--- src/rtl/input_port_ctrl.sv ---
// rtl/input_port_ctrl.sv - wormhole input port controller with XY route and switch request
// Purpose : sits after the input flit buffer. Routes the head flit (XY), requests the switch
//           allocator, then streams the packet through to the crossbar until its tail.
// Ports   : clk, rst (sync, active-high)
//           flit_i/empty_i/pop_o   buffer read side (pop_o combinational)
//           req_o/grant_i          one-hot allocator request/grant [0]L [1]N [2]E [3]S [4]W
//           out_on_i               downstream on/off flow control
//           flit_o/flit_valid_o    registered crossbar output
//           drop_o                 1-cycle pulse when a stray non-head flit is discarded
// Option  : IPC_STATS_EN adds pkt_cnt_o / flit_cnt_o packet and flit counters.
module input_port_ctrl #(
  parameter int COORD_W = 4,
  parameter int LOCAL_X = 0,
  parameter int LOCAL_Y = 0
) (
  input  logic        clk,
  input  logic        rst,
  input  logic [63:0] flit_i,
  input  logic        empty_i,
  output logic        pop_o,
  output logic [4:0]  req_o,
  input  logic [4:0]  grant_i,
  input  logic        out_on_i,
  output logic [63:0] flit_o,
  output logic        flit_valid_o,
`ifdef IPC_STATS_EN
  output logic        drop_o,
  output logic [15:0] pkt_cnt_o,
  output logic [15:0] flit_cnt_o
`else
  output logic        drop_o
`endif
);

  localparam logic [COORD_W-1:0] LX = COORD_W'(LOCAL_X);
  localparam logic [COORD_W-1:0] LY = COORD_W'(LOCAL_Y);

  localparam logic [4:0] PORT_L = 5'b00001;
  localparam logic [4:0] PORT_N = 5'b00010;
  localparam logic [4:0] PORT_E = 5'b00100;
  localparam logic [4:0] PORT_S = 5'b01000;
  localparam logic [4:0] PORT_W = 5'b10000;

  typedef enum logic [1:0] {
    S_IDLE   = 2'd0,
    S_REQ    = 2'd1,
    S_ACTIVE = 2'd2
  } state_t;

  state_t      state_q, state_d;
  logic [4:0]  route_q, route_d;
  logic [63:0] flit_q, flit_d;
  logic        flit_valid_q, flit_valid_d;
  logic        drop_q, drop_d;
  logic        pop;
  logic        granted;
  logic        pop_active;

  // Type field [63:62]: bit 62 marks a head (HEAD/HEAD_TAIL), bit 63 marks a tail (TAIL/HEAD_TAIL).
  function automatic logic [4:0] xy_route(input logic [COORD_W-1:0] dx,
                                          input logic [COORD_W-1:0] dy);
    logic [4:0] r;
    if (dx > LX)      r = PORT_E;
    else if (dx < LX) r = PORT_W;
    else if (dy > LY) r = PORT_N;
    else if (dy < LY) r = PORT_S;
    else              r = PORT_L;
    return r;
  endfunction

  assign granted = |(grant_i & route_q);

  always_comb begin
    state_d      = state_q;
    route_d      = route_q;
    flit_d       = flit_q;
    flit_valid_d = 1'b0;
    drop_d       = 1'b0;
    pop          = 1'b0;
    case (state_q)
      S_IDLE: begin
        if (!empty_i) begin
          if (flit_i[62]) begin
            // Head stays in the buffer; it is popped once the grant arrives.
            route_d = xy_route(flit_i[2*COORD_W-1:COORD_W], flit_i[COORD_W-1:0]);
            state_d = S_REQ;
          end else begin
            pop    = 1'b1;
            drop_d = 1'b1;
          end
        end
      end
      S_REQ: begin
        if (granted) state_d = S_ACTIVE;
      end
      S_ACTIVE: begin
        pop = ~empty_i & out_on_i & granted;
        if (pop) begin
          flit_d       = flit_i;
          flit_valid_d = 1'b1;
          // Any tail-marked flit ends the packet, including a HEAD_TAIL seen mid-packet.
          if (flit_i[63]) state_d = S_IDLE;
        end
      end
      default: state_d = S_IDLE;
    endcase
  end

  always_ff @(posedge clk) begin
    if (rst) begin
      state_q      <= S_IDLE;
      route_q      <= '0;
      flit_q       <= '0;
      flit_valid_q <= 1'b0;
      drop_q       <= 1'b0;
    end else begin
      state_q      <= state_d;
      route_q      <= route_d;
      flit_q       <= flit_d;
      flit_valid_q <= flit_valid_d;
      drop_q       <= drop_d;
    end
  end

  assign pop_active   = pop & (state_q == S_ACTIVE);
  assign pop_o        = pop & ~rst;
  assign req_o        = (state_q == S_IDLE) ? 5'b00000 : route_q;
  assign flit_o       = flit_q;
  assign flit_valid_o = flit_valid_q;
  assign drop_o       = drop_q;

`ifdef IPC_STATS_EN
  logic [15:0] pkt_cnt_q, pkt_cnt_d;
  logic [15:0] flit_cnt_q, flit_cnt_d;

  always_comb begin
    pkt_cnt_d  = pkt_cnt_q;
    flit_cnt_d = flit_cnt_q;
    if (pop_active) begin
      flit_cnt_d = flit_cnt_q + 16'd1;
      if (flit_i[63]) pkt_cnt_d = pkt_cnt_q + 16'd1;
    end
  end

  always_ff @(posedge clk) begin
    if (rst) begin
      pkt_cnt_q  <= '0;
      flit_cnt_q <= '0;
    end else begin
      pkt_cnt_q  <= pkt_cnt_d;
      flit_cnt_q <= flit_cnt_d;
    end
  end

  assign pkt_cnt_o  = pkt_cnt_q;
  assign flit_cnt_o = flit_cnt_q;
`else
  logic unused_pop_active;
  assign unused_pop_active = pop_active;
`endif

endmodule
--- config.mk ---
export PLATFORM = sky130hd
export DESIGN_NAME = input_port_ctrl
export DESIGN_NICKNAME = d
export VERILOG_FILES = /design/src/rtl/input_port_ctrl.sv
export SDC_FILE = /design/constraint.sdc
export NUM_CORES = 1
export LEC_CHECK = 0
export CAP_MARGIN = 20
export CORE_ASPECT_RATIO = 1.2
export CORE_MARGIN = 5
export CORE_UTILIZATION = 41
export CTS_BUF_LIST = sky130_fd_sc_hd__clkbuf_8
export DETAILED_ROUTE_END_ITERATION = 8
export PLACE_DENSITY = 0.91
export SETUP_SLACK_MARGIN = 0.02
export SYNTH_ARGS = -nofsm -noshare
export SYNTH_HDL_FRONTEND = slang
export SYNTH_SLANG_ARGS = --single-unit
--- constraint.sdc ---
create_clock -name clk -period 2.1 [get_ports clk]
set_input_delay 0.42 -clock clk [delete_from_list [all_inputs] [get_ports clk]]
set_output_delay 0.42 -clock clk [all_outputs]
set_load 0.03 [all_outputs]
==> flow_summary.json <==
{
  "ir_drop_mv": 0.554,
  "fin_crit_sh_pct": 97.1,
  "grt_pass1_vias": 2601,
  "period_minus_slack_ns": 2.04,
  "final_layout_size_suffix_gt1_share_pct": 6.75,
  "finalPower_mw": 2.67,
  "clock_skew_ns": 0.00717,
  "critPathTopFamily": "compound AO/OA/AOI/OAI gates",
  "path_class": "register to primary output",
  "p_int_mw": 2.05,
  "async_flop_share_pct": 0,
  "seqPwrFrac_pct": 50.6,
  "synth_cell_types": 26,
  "cts_tree": "yes",
  "grt_overflow_total": 0,
  "ys_ff_latch": 71,
  "clock_path_buffers": 2,
  "diodes": 0,
  "critPathSlowestCell": "a222oi_1",
  "hp-class": "register to register",
  "synth_edf_count": 0,
  "rows": 33,
  "finalMaxSlewViolations": 0,
  "design_area_um2": 4570,
  "numCtsBuffers": 9,
  "htree_levels": 3,
  "clockRootBuffer": "clkbuf_8",
  "cp.required_ns": 1.68,
  "place_ws_ns": -0.0865,
  "die_area_um2": 8790,
  "hpwlAfterDp_um": 5760,
  "clk_latency_ns": 0.34,
  "grt_start_max_net_pins": 110,
  "swShare_pct": 23.3,
  "drtIter0Drc": 112,
  "wl_per_cell_um": 13.9,
  "synth_most_common_cell": "nand2_1",
  "initial_utilization_pct": 42.2,
  "first_pass_iters": 5,
  "core_area_um2": 6810,
  "placed_area_um2": 4360,
  "fin_util_pct": 67.1,
  "cpPeakStageDelay_ns": 0.37,
  "vias": 2593,
  "place_congestion": 0.743,
  "synth_top_flop_cell": "dfxtp_1",
  "io_buffers": 140,
  "syn_area_per_cell_um2": 9.09,
  "nNetsFinal": 527,
  "worstPathArrival_ns": 1.62,
  "hold_viol_final": 0,
  "comb_power_share_pct": 9.3,
  "clkPwrFrac_pct": 40.1,
  "status": "complete, no violations",
  "yosysTopAreaCellShare_pct": 49.5,
  "ios": 145,
  "synth_commonest_cells": "nand2_1 (128), dfxtp_1 (71), mux2i_1 (64)",
  "seq_area_frac_synth_pct": 49.5,
  "leakagePower_nw": 1.64,
  "syn_inst": 316,
  "dieHeight_um": 102,
  "timing.final.ws_setup_ns": 0.0611,
  "synth_area_leader_cell": "dfxtp_1",
  "path_cells": "a222oi_1 > buf_4 > nor4b_4 > a21o_1 > buf_6",
  "drc": 0,
  "maxCapViolCount": 0,
  "critical_path_buf_inv_count": 2,
  "die_w_um": 86.4,
  "grt_usage_pct": 17.1,
  "cts.sinks": 71,
  "worst_setup_path_end_kind": "primary output",
  "power.switching_uw": 624,
  "syn_to_final_growth_pct": 59.0,
  "clock.fmax_mhz": 490,
  "cp-start-kind": "register",
  "final_antenna_net_count": 0,
  "grt_pass1_wl_um": 11900,
  "crit_fanout": 3,
  "path_clk_slew_ns": 0.07,
  "ys_warn_count": 0,
  "drt_wl_total_um": 7610,
  "antenna_found_initial": 0,
  "power.density_nw_per_um2": 585,
  "syn_area_um2": 2870,
  "viasPerCell": 4.75,
  "rsz0062_at_grt": "true",
  "ctsHoldBuffers": 0,
  "synth_area_leaders": "dfxtp_1 (49%), mux2i_1 (22%), nand2_1 (17%)",
  "setup_viol": 0
}
## path summary, 6_finish.rpt
kind	start	endpoint	slack [ns]	depth (start not counted)
setup / recovery	route_q[0]	pop_o	0.06	5
hold / removal	flit_o[6]	flit_o[6]	0.46	2
setup reg to reg	route_q[1]	flit_o[47]	0.49	6
hold reg to reg	flit_o[6]	flit_o[6]	0.46	2
## layout by cell type, fill, tap and decap left out, types with 2 or more instances in the layout
cell and n:
a21oi_1 2, and2_1 4, buf_12 3, buf_4 7, clkbuf_8 9, clkdlybuf4s50_1 133
clkinvlp_4 3, conb_1 2, dfxtp_1 70, dlygate4sd2_1 5, inv_1 2, mux2i_1 64
nand2_1 128, nand2b_1 3, nor2_1 2, nor4_1 3
## per-layer routing
metal,track usage [%],part of all wire [%],vias up
met5,0,0,-
met4,8.63,2.8,0
met3,5.21,7.3,18
met2,31.5,52,83
met1,17.3,38,1183
li1,-,-,1309
## stage by stage
stage	cells	setup TNS, ns	hold WS (ns)
2_1_floorplan	317	0	0.454
3_3_place_gp	529	-1.51	0.441
3_5_place_dp	529	-2.80	0.449
4_1_cts	545	0	0.461
5_1_grt	546	-0.00689	0.471
6_report	546	0	0.459
## kinds of logic (layout without fill, tap and decap cells)
group                  after synthesis  after routing  synth area share (%)
other                                1              2                 0.131
AO/OA/AOI/OAI                        7              7                  1.70
flip-flops                          71             71                  49.5
multiplexers                        64             64                  22.3
buffers and inverters               26            168                  5.05
AND/OR/NAND/NOR                    147            147                  21.3
## final cells by class
type / count / area [um^2]
sequential: 71 / 1420
tap: 87 / 109
inverter: 2 / 8.76
fill: 551 / 2240
multi-input combinational: 220 / 1320
timing repair buffer: 150 / 1510
clock inverter: 7 / 73.8
clock buffer: 9 / 124
## registers in the layout, indices dropped and copies added (netlist names)
signal,cells
flit_valid_o,1
flit_o,64
route_q,3
state_q,2
drop_o,1
## worst reg2reg max path, stage by stage, from the launching register on
cell      delay, ns
dfxtp_1        0.36
a222oi_1       0.11
buf_4          0.17
nor4b_4        0.25
buf_4          0.19
buf_12         0.23
mux2i_1        0.25
## power groups by stage
| stage | Combinational (mW) | Clock (mW) | Sequential (mW) |
|---|---|---|---|
| finish | 0.248 | 1.07 | 1.35 |
| global route | 0.268 | 1.18 | 1.35 |
| CTS | 0.250 | 1.12 | 1.35 |
| detailed placement | 0.249 | 0 | 1.38 |
| global placement | 0.242 | 0 | 1.38 |
| floorplan | 0.0875 | 0 | 1.39 |
## repair_timing
| action | 4_1_cts | 5_1_grt |
|---|---|---|
| buffers inserted | 0 | 1 |
| gates resized for setup | 6 | 2 |
| pin swaps | 3 | 2 |
| setup endpoints to repair | 4 | 1 |
Power figures use the tool's default switching activity.
